[src/rtl/acia_sram_loader.sv]
// acia_sram_loader: serial monitor that polls the ACIA and runs W/R peek/poke commands on the SRAM.
// Rev 1.0 -- optional pointer commands 'w'/'r' and auto-increment enabled by `define ADDR_AUTOINC_EN.
`default_nettype none

module acia_sram_loader #(
  parameter logic [7:0]  INIT_CTRL      = 8'h15,
  parameter logic [23:0] TIMEOUT_CYCLES = 24'd4000000,
  parameter int          SRAM_RD_LAT    = 2
) (
  input  logic        clk,
  input  logic        reset,
  input  logic        load_mode,
  output logic        acia_cs,
  output logic        acia_we,
  output logic        acia_rs,
  output logic [7:0]  acia_din,
  input  logic [7:0]  acia_dout,
  output logic [15:0] sram_addr,
  output logic [7:0]  sram_dout,
  output logic        sram_we,
  output logic        sram_oe,
  input  logic [7:0]  sram_din,
  output logic        busy,
  output logic [7:0]  err_cnt
);

  localparam logic [7:0] c_OP_W     = 8'h57;
  localparam logic [7:0] c_OP_R     = 8'h52;
`ifdef ADDR_AUTOINC_EN
  localparam logic [7:0] c_OP_WI    = 8'h77;
  localparam logic [7:0] c_OP_RI    = 8'h72;
`endif
  localparam logic [7:0] c_RPL_OK   = 8'h2E;
  localparam logic [7:0] c_RPL_ERR  = 8'h3F;
  localparam logic [7:0] c_MR_WORD  = 8'h03;
  localparam logic [3:0] c_LAT_LAST = 4'(SRAM_RD_LAT - 1);

  typedef enum logic [3:0] {
    S_INIT_MR, S_INIT_CFG, S_POLL_RX, S_RX_STAT, S_RD_DATA, S_CAPTURE,
    S_SRAM_WR, S_SRAM_RD, S_POLL_TX, S_TX_STAT, S_TX_END, S_ACC_END
  } state_t;

  state_t      r_state, r_ret;
  logic        r_cs, r_we, r_rs;
  logic [7:0]  r_din;
  logic [15:0] r_addr;
  logic [7:0]  r_dout;
  logic        r_swe, r_soe;
  logic        r_busy, r_collect;
  logic [7:0]  r_err;
  logic [7:0]  r_op;
  logic [7:0]  r_reply;
  logic [1:0]  r_cnt, r_need;
  logic [23:0] r_tmo;
  logic [3:0]  r_lat;
`ifdef ADDR_AUTOINC_EN
  logic [15:0] r_ptr;
`endif

  logic [7:0] w_err_inc;
  logic [1:0] w_need;
  logic       w_known;
  logic [1:0] w_cnt_nxt;
  logic       w_last;

  assign w_err_inc = (r_err == 8'hFF) ? r_err : r_err + 8'd1;
  assign w_cnt_nxt = r_cnt + 2'd1;
  assign w_last    = (w_cnt_nxt == r_need);

  // Number of operand bytes that follow each opcode
  always_comb begin
    w_known = 1'b1;
    w_need  = 2'd0;
    case (acia_dout)
      c_OP_W:  w_need = 2'd3;
      c_OP_R:  w_need = 2'd2;
`ifdef ADDR_AUTOINC_EN
      c_OP_WI: w_need = 2'd1;
      c_OP_RI: w_need = 2'd0;
`endif
      default: w_known = 1'b0;
    endcase
  end

  always_ff @(posedge clk or negedge reset) begin
    if (!reset) begin
      r_state   <= S_INIT_MR;
      r_ret     <= S_INIT_MR;
      r_cs      <= 1'b0;
      r_we      <= 1'b0;
      r_rs      <= 1'b0;
      r_din     <= 8'h00;
      r_addr    <= 16'h0000;
      r_dout    <= 8'h00;
      r_swe     <= 1'b0;
      r_soe     <= 1'b0;
      r_busy    <= 1'b0;
      r_collect <= 1'b0;
      r_err     <= 8'h00;
      r_op      <= 8'h00;
      r_reply   <= 8'h00;
      r_cnt     <= 2'd0;
      r_need    <= 2'd0;
      r_tmo     <= 24'd0;
      r_lat     <= 4'd0;
`ifdef ADDR_AUTOINC_EN
      r_ptr     <= 16'h0000;
`endif
    end else begin
      if (r_collect && r_tmo != '1) r_tmo <= r_tmo + 24'd1;
      case (r_state)
        S_INIT_MR: if (load_mode) begin
          r_cs <= 1'b1; r_we <= 1'b1; r_rs <= 1'b0; r_din <= c_MR_WORD;
          r_ret <= S_INIT_CFG; r_state <= S_ACC_END;
        end
        S_INIT_CFG: if (load_mode) begin
          r_cs <= 1'b1; r_we <= 1'b1; r_rs <= 1'b0; r_din <= INIT_CTRL;
          r_ret <= S_POLL_RX; r_state <= S_ACC_END;
        end
        S_POLL_RX: begin
          if (!load_mode) begin
            r_busy <= 1'b0; r_collect <= 1'b0;
          end else if (r_collect && r_tmo >= TIMEOUT_CYCLES) begin
            r_busy <= 1'b0; r_collect <= 1'b0; r_err <= w_err_inc;
          end else begin
            r_cs <= 1'b1; r_we <= 1'b0; r_rs <= 1'b0;
            r_ret <= S_RX_STAT; r_state <= S_ACC_END;
          end
        end
        S_RX_STAT: r_state <= (acia_dout[0] && load_mode) ? S_RD_DATA : S_POLL_RX;
        S_RD_DATA: begin
          r_cs <= 1'b1; r_we <= 1'b0; r_rs <= 1'b1;
          r_ret <= S_CAPTURE; r_state <= S_ACC_END;
        end
        S_CAPTURE: begin
          r_state <= S_POLL_RX;
          if (!load_mode) begin
            r_busy <= 1'b0; r_collect <= 1'b0;
          end else if (!r_busy) begin
            r_busy <= 1'b1; r_op <= acia_dout; r_cnt <= 2'd0; r_need <= w_need; r_tmo <= 24'd0;
            if (!w_known) begin
              r_reply <= c_RPL_ERR; r_err <= w_err_inc; r_state <= S_POLL_TX;
`ifdef ADDR_AUTOINC_EN
            end else if (w_need == 2'd0) begin
              r_addr <= r_ptr; r_ptr <= r_ptr + 16'd1;
              r_soe <= 1'b1; r_lat <= 4'd0; r_state <= S_SRAM_RD;
`endif
            end else begin
              r_collect <= 1'b1;
            end
          end else begin
            r_tmo <= 24'd0;
            r_cnt <= w_cnt_nxt;
            if (r_op == c_OP_W || r_op == c_OP_R) begin
              case (r_cnt)
                2'd0:    r_addr[15:8] <= acia_dout;
                2'd1:    r_addr[7:0]  <= acia_dout;
                default: r_dout       <= acia_dout;
              endcase
            end else begin
              r_dout <= acia_dout;
            end
            if (w_last) begin
              r_collect <= 1'b0;
              if (r_op == c_OP_R) begin
                r_soe <= 1'b1; r_lat <= 4'd0; r_state <= S_SRAM_RD;
`ifdef ADDR_AUTOINC_EN
                r_ptr <= {r_addr[15:8], acia_dout} + 16'd1;
`endif
              end else begin
                r_swe <= 1'b1; r_state <= S_SRAM_WR;
`ifdef ADDR_AUTOINC_EN
                if (r_op == c_OP_WI) begin
                  r_addr <= r_ptr; r_ptr <= r_ptr + 16'd1;
                end else begin
                  r_ptr <= r_addr + 16'd1;
                end
`endif
              end
            end
          end
        end
        S_SRAM_WR: begin
          r_swe <= 1'b0; r_reply <= c_RPL_OK; r_state <= S_POLL_TX;
        end
        S_SRAM_RD: begin
          if (r_lat == c_LAT_LAST) begin
            r_reply <= sram_din; r_soe <= 1'b0; r_state <= S_POLL_TX;
          end else begin
            r_lat <= r_lat + 4'd1;
          end
        end
        S_POLL_TX: begin
          if (!load_mode) begin
            r_busy <= 1'b0; r_state <= S_POLL_RX;
          end else begin
            r_cs <= 1'b1; r_we <= 1'b0; r_rs <= 1'b0;
            r_ret <= S_TX_STAT; r_state <= S_ACC_END;
          end
        end
        S_TX_STAT: begin
          if (acia_dout[1] && load_mode) begin
            r_cs <= 1'b1; r_we <= 1'b1; r_rs <= 1'b1; r_din <= r_reply;
            r_state <= S_TX_END;
          end else begin
            r_state <= S_POLL_TX;
          end
        end
        S_TX_END: begin
          r_cs <= 1'b0; r_we <= 1'b0; r_busy <= 1'b0; r_state <= S_POLL_RX;
        end
        S_ACC_END: begin
          r_cs <= 1'b0; r_we <= 1'b0; r_state <= r_ret;
        end
        default: r_state <= S_POLL_RX;
      endcase
    end
  end

  assign acia_cs   = r_cs;
  assign acia_we   = r_we;
  assign acia_rs   = r_rs;
  assign acia_din  = r_din;
  assign sram_addr = r_addr;
  assign sram_dout = r_dout;
  assign sram_we   = r_swe;
  assign sram_oe   = r_soe;
  assign busy      = r_busy;
  assign err_cnt   = r_err;

endmodule

`default_nettype wire

[config.mk]
export PLATFORM = sky130hd
export DESIGN_NAME = acia_sram_loader
export DESIGN_NICKNAME = d
export VERILOG_FILES = /design/src/rtl/acia_sram_loader.sv
export SDC_FILE = /design/constraint.sdc
export NUM_CORES = 1
export LEC_CHECK = 0
export CAP_MARGIN = 20
export CORE_MARGIN = 3
export CORE_UTILIZATION = 35
export CTS_BUF_LIST = sky130_fd_sc_hd__clkbuf_8
export CTS_CLUSTER_SIZE = 10
export DETAILED_ROUTE_END_ITERATION = 10
export PLACE_DENSITY_LB_ADDON = 0.05
export SKIP_CTS_REPAIR_TIMING = 1
export SLEW_MARGIN = 20
export SYNTH_ARGS = -nofsm -noshare
export SYNTH_HDL_FRONTEND = slang
export SYNTH_SLANG_ARGS = --single-unit
[constraint.sdc]
create_clock -name clk -period 4.85 [get_ports clk]
set_input_delay 0.7275 -clock clk [delete_from_list [all_inputs] [get_ports clk]]
set_output_delay 0.7275 -clock clk [all_outputs]
set_load 0.02 [all_outputs]
## Word level (Yosys, flattened, before mapping)

Cells that the tools add are included.

| operators by class | value |
|---|---|
| shifts and indexed selects | 0 |
| add/sub/neg operators | 4 |
| multiply operators | 0 |
| multiplexer cells | 80 |
| reduce and logical (&&, ||, !) cells | 41 |
| bitwise logic cells | 1 |
| magnitude comparators | 1 |
| div/mod/pow operators | 0 |
| equal/unequal tests | 43 |

Operators by type and width:

| kind | count |
|---|---|
| 2-to-1 mux 8 bit | 15 |
| 2-to-1 mux 24 bit | 3 |
| 2-to-1 mux 4 bit | 18 |
| one-hot mux 8 bit (3 select lines) | 2 |
| one-hot mux 4 bit (10 select lines) | 1 |
| != test 2 bit, second input constant | 18 |
| == test 8 x 7 -> 1 bit, second input constant | 4 |
| AND reduction 5 bit | 6 |
| AND reduction 6 bit | 5 |
| 2-to-1 mux 1 bit | 26 |
| adder 24 x 1 -> 24 bit, second input constant | 1 |
| greater-or-equal comparator 24 x 22 -> 1 bit, second input constant | 1 |
| != test 24 bit, second input constant | 1 |
| one-hot mux 4 bit (5 select lines) | 1 |
| == test 4 x 3 -> 1 bit, second input constant | 4 |
| == test 4 bit, second input constant | 4 |
| one-hot mux 8 bit (2 select lines) | 1 |
| AND reduction 4 bit | 4 |
| nonzero test 5 bit | 3 |
| one-hot mux 1 bit (5 select lines) | 2 |
| adder 8 x 1 -> 8 bit, second input constant | 1 |
| == test 4 x 1 -> 1 bit, second input constant | 2 |
| == test 4 x 2 -> 1 bit, second input constant | 2 |
| == test 8 bit, second input constant | 1 |
| 25 further kinds | 44 |

| storage, ports and cells | value |
|---|---|
| bits in read-only memories | 0 |
| flip-flop bits (word level) | 103 |
| RAM bits | 0 |
| latch bits | 0 |
| memories | 0 |

## Depth between registers and ports, before layout

| logic depth | value |
|---|---|
| word-level depth | 7 |
| gate-level depth with buffers | 8 |

## Worst setup path after synthesis

OpenSTA, ideal clock, no wires.

| timing path | value |
|---|---|
| kind | input -> register |
| from | in acia_dout[7] |
| to | reg r_reply[4] |
| stages on the path | 5 |
| path buffers | 0 |
| library setup time | 0.128 ns |
| arrival time | 1.915 ns |
| setup slack | 2.807 ns |
| path through | and4bb_2 > a31oi_1 > nor2_2 > nor2_4 > mux2_1 |

| on the way | value |
|---|---|
| longest elaborated chain between the ends | 5 |
| elaborated cells between the ends (all ways) | 6 |
| classes of those cells | eq/ne: 3; mux: 1; reduce/logical: 2 |

Ends and longest elaborated chain:

| element | line | source |
|---|---|---|
| start: declaration | 17 | `input logic [7:0] acia_dout,` |
| == test 8 x 7 -> 1 bit | 74 | `case (acia_dout)` |
| OR reduction 2 bit (no source line) * | n/a |  |
| 2-to-1 mux 1 bit * | 74 |  |
| != test 2 bit (no source line) * | n/a |  |
| AND reduction 5 bit (no source line) * | n/a |  |
| end signal: assignment | 101 | `r_reply <= 8'h00;` |
| end signal: assignment | 142 | `r_reply <= c_RPL_ERR; r_err <= w_err_inc; r_state <= S_POLL_TX;` |
| end signal: assignment | 184 | `r_swe <= 1'b0; r_reply <= c_RPL_OK; r_state <= S_POLL_TX;` |
| end: declaration | 52 | `logic [7:0] r_reply;` |

Every way passes the cells marked *; elsewhere a longest branch is shown, timed or not.
A chain may end at the register's enable or synchronous reset.

## Worst setup path after layout

| timing path | value |
|---|---|
| from | in load_mode |
| to | reg r_need[1] |

| on the way | value |
|---|---|
| longest elaborated chain between the ends | 1 |

Ends and longest elaborated chain:

| element | line | source |
|---|---|---|
| start: declaration | 12 | `input logic load_mode,` |
| AND reduction 3 bit (no source line) | n/a |  |
| end signal: assignment | 103 | `r_need <= 2'd0;` |
| end signal: assignment | 140 | `r_busy <= 1'b1; r_op <= acia_dout; r_cnt <= 2'd0; r_need <= w_need; r_tmo <= 24'd0;` |
| end: declaration | 53 | `logic [1:0] r_cnt, r_need;` |

No other way between the ends.

==> impl_results.md <==
- Synth Cell Area: 5310 sq um
- Setup violators final: 0
- Synthesis Warnings: 0
- Max Buffers Root-to-Sink: 2
- Die Ht: around 130 um
- Leak: 2.73 nW
- Gr usage total: 16.6%
- Final net count: about 600
- Die span in x: between 100 and 150 um
- Tightest Pin Transition: around 0.98 ns
- GP Congestion: 0.782
- Setup CP Type: in2reg
- Area growth, synth to finish: 18.6%
- Critical path's slowest cell: clkdlybuf4s50_1
- Via Count: just over 4,000
- Drt pass-1 iters: 4
- Syn Area/Cell: between 10 and 15 sq um
- Worst hold-check path type: in2async
- Min Hold Slack: ~0.45 ns
- Sw Pwr: roughly 0.0010 W
- CP bufs+invs: 2
- Outcome: finished, final reports clean
- Worst VDD drop: roughly 160 uV
- RSZ-0062 raised after global routing: no
- Final Instance Area: 6300 sq um
- DR WL/cell: between 15 and 20 um
- First-pass GRT wire length: between 20 and 25 mm
- Max stage delay on crit path: a little over 0.7 ns
- Clk sink count: 103
- Flop and latch count out of synthesis: ~100
- Gate power share: approximately 32%
- GR Util met1: between 20 and 25%
- Post-synthesis sequential area ratio: slightly below 50%
- Tcrit/Tclk final: a little under three fifths
- Synth top cells by count: dfrtp_1, nand2_1, nor2_1
- Required time of the critical path: between 5 and 6 ns
- Final hold vios: 0
- Core area: between 10,000 and 15,000 sq um
- Largest net degree at the start of global routing: just under 70
- Final Skew: roughly 0.017 ns
- Final ANT Viol Nets: 0
- Flop pwr share: a little under half
- Max-cap violation count: 0
- Pre-CTS setup slack: 1.70 ns
- Skew-Pair Late Insertion Delay: between 0.3 and 0.4 ns
- Slew Viols, Final: 0
- Worst-path fanout max: 13
- Worst setup SP type: input pin
- Clk slew on worst S/H paths: roughly 0.11 ns
- Layout cell share with drive strength beyond 1: between 10% and 20%
- CP Launch Point: load_mode
- Area contributors post-synth: dfrtp_1, mux2_2, nand2_1
- Top Family by Delay on Critical Path: buffers and inverters
- Ys async rst share: 100%
- Ports: between 60 and 70
- Antenna violations before repair: 0
- Root buf cell: clkbuf_8
- Gr busiest metal: met2
- Cell internal pwr: 0.00167 W
- Worst setup margin: 2.09 ns
- EDFF count, synth: 0
- DR vias/cell: approximately 5.4
- Clock power share: between 10% and 20%
- Initial Util: between 30% and 40%
- Total gr overflow: 0
- Placed Area: approximately 6100 sq um
- Gate Count Post-Synth: ~520
- CTS tree: yes
- Met3 Use GR: under 10%
- Cell variety after synth: 71
- Critical path arrival: between 3 and 4 ns
- Worst Setup End Kind: register
- Max H-tree Level: 3
- Iteration-0 DRC Markers: ~290
- Top FF cell, synth: dfrtp_1
- Die area: approximately 17,000 sq um
- Number of buffers created by CTS: 9
- P per Cell Area: ~430 nW/um^2
- Met2 Usage GRT: a little over a quarter
- Number of diodes: 0
- Share of the synthesized area in the top cell type: about half
- Syn nets: ~540
- Drt drc: 0
- Crit path cell chain: clkdlybuf4s50_1 > inv_1 > or3_1 > a31oi_1 > a211oi_2 > mux2_2
- Count leader, synth: dfrtp_1
- Vias in the first global route: roughly 4,200
- TNS Setup: 0 ns
- Post-layout min period: roughly 2.8 ns
- Port Buffers: 64
- Detailed Route WL: between 10 and 15 mm
- Area leader, netlist: dfrtp_1
- Final Util: approximately 43%
- RR Startpoint: r_state[2]
- Highest clock rate: around 360 MHz
- Hpwl dp: 9.06 mm
- Core Rows: 44
- Worst slew margin: about 34%
- Net Sw Frac: between 30% and 40%
## power by group through the flow
stage	Sequential, W	Combinational (W)	Clock (W)
6_report	0.00130	0.000872	0.000533
4_1_cts	0.00130	0.000882	0.000564
5_1_grt	0.00133	0.000970	0.000598
3_3_place_gp	0.00131	0.000874	0
2_1_floorplan	0.00127	0.000587	0
3_5_place_dp	0.00131	0.000877	0
## worst register-to-register path, delay by kind of cell (launching register included)
family | cells | cell delay [ns]
flip-flops | 1 | 0.81
AND/OR/NAND/NOR | 2 | 1.02
multiplexers | 1 | 0.35
AO/OA/AOI/OAI | 1 | 0.31
## kinds of logic (layout without fill, tap and decap cells)
group / Yosys count / in the layout / synth area share (%)
xor gates and xnor gates: 22 / 22 / 3.63
AOI/OAI and AO/OA: 102 / 102 / 13.0
DFF: 103 / 103 / 48.6
muxes: 45 / 45 / 9.34
and+or+nand+nor: 191 / 191 / 20.4
buffers and inverters: 46 / 106 / 3.42
adders and majority gates: 7 / 7 / 1.65
## sequential cells by signal, indices dropped and copies added, names as in the netlist
signal	cells
r_tmo	24
sram_addr	16
acia_din	8
err_cnt	8
r_op	8
r_reply	8
sram_dout	8
r_lat	4
r_ret	4
r_state	4
r_cnt	2
r_need	2
acia_cs	1
acia_rs	1
acia_we	1
busy	1
r_collect	1
sram_oe	1
sram_we	1
## layer usage
layer | wire length [um] | part of all wire [%]
met5 | 0 | 0
met4 | 205 | 1.5
met3 | 525 | 4.0
met2 | 6330 | 48
met1 | 6230 | 47
## stage by stage
stage               total power [W]  cells
finish                      0.00270    760
global route                0.00290    760
CTS                         0.00274    760
detailed placement          0.00219    744
global placement            0.00218    744
floorplan                   0.00186    516
## cell usage in the layout, fill, tap and decap left out, types with 9 or more instances in the layout
cell / Yosys / layout
clkdlybuf4s50_1: 0 / 63
inv_1: 25 / 25
nand2_1: 45 / 45
and3_1: 13 / 13
mux2_2: 34 / 34
o21ai_0: 27 / 27
nand3_1: 20 / 20
dfrtp_1: 103 / 103
nor2_1: 39 / 39
mux2i_1: 9 / 9
a21oi_1: 21 / 21
xnor2_1: 13 / 13
clkbuf_8: 0 / 10
nand4_1: 11 / 11
xor2_1: 9 / 9
## path summary, 6_finish.rpt
check                                    to  slack [ns]  depth (start not counted)
worst min-delay path            acia_din[2]        0.45                          1
worst max register to register   r_reply[4]        2.25                          4
min in group clk                acia_din[2]        0.49                          1
max in group asynchronous        err_cnt[6]        3.35                          2
worst min register to register  acia_din[2]        0.49                          1
worst max-delay path              r_need[1]        2.09                          6
## final cells by class
| cell class | count | area (sq um) |
|---|---|---|
| multi-input cells | 367 | 2560 |
| clock inverters | 6 | 51.3 |
| repair buffers | 65 | 646 |
| fillers | 1445 | 8400 |
| clock buffers | 10 | 138 |
| flip-flops and latches | 103 | 2580 |
| inverters | 25 | 93.8 |
| well taps | 184 | 230 |
Note: power is estimated with default switching activity, not from simulation.
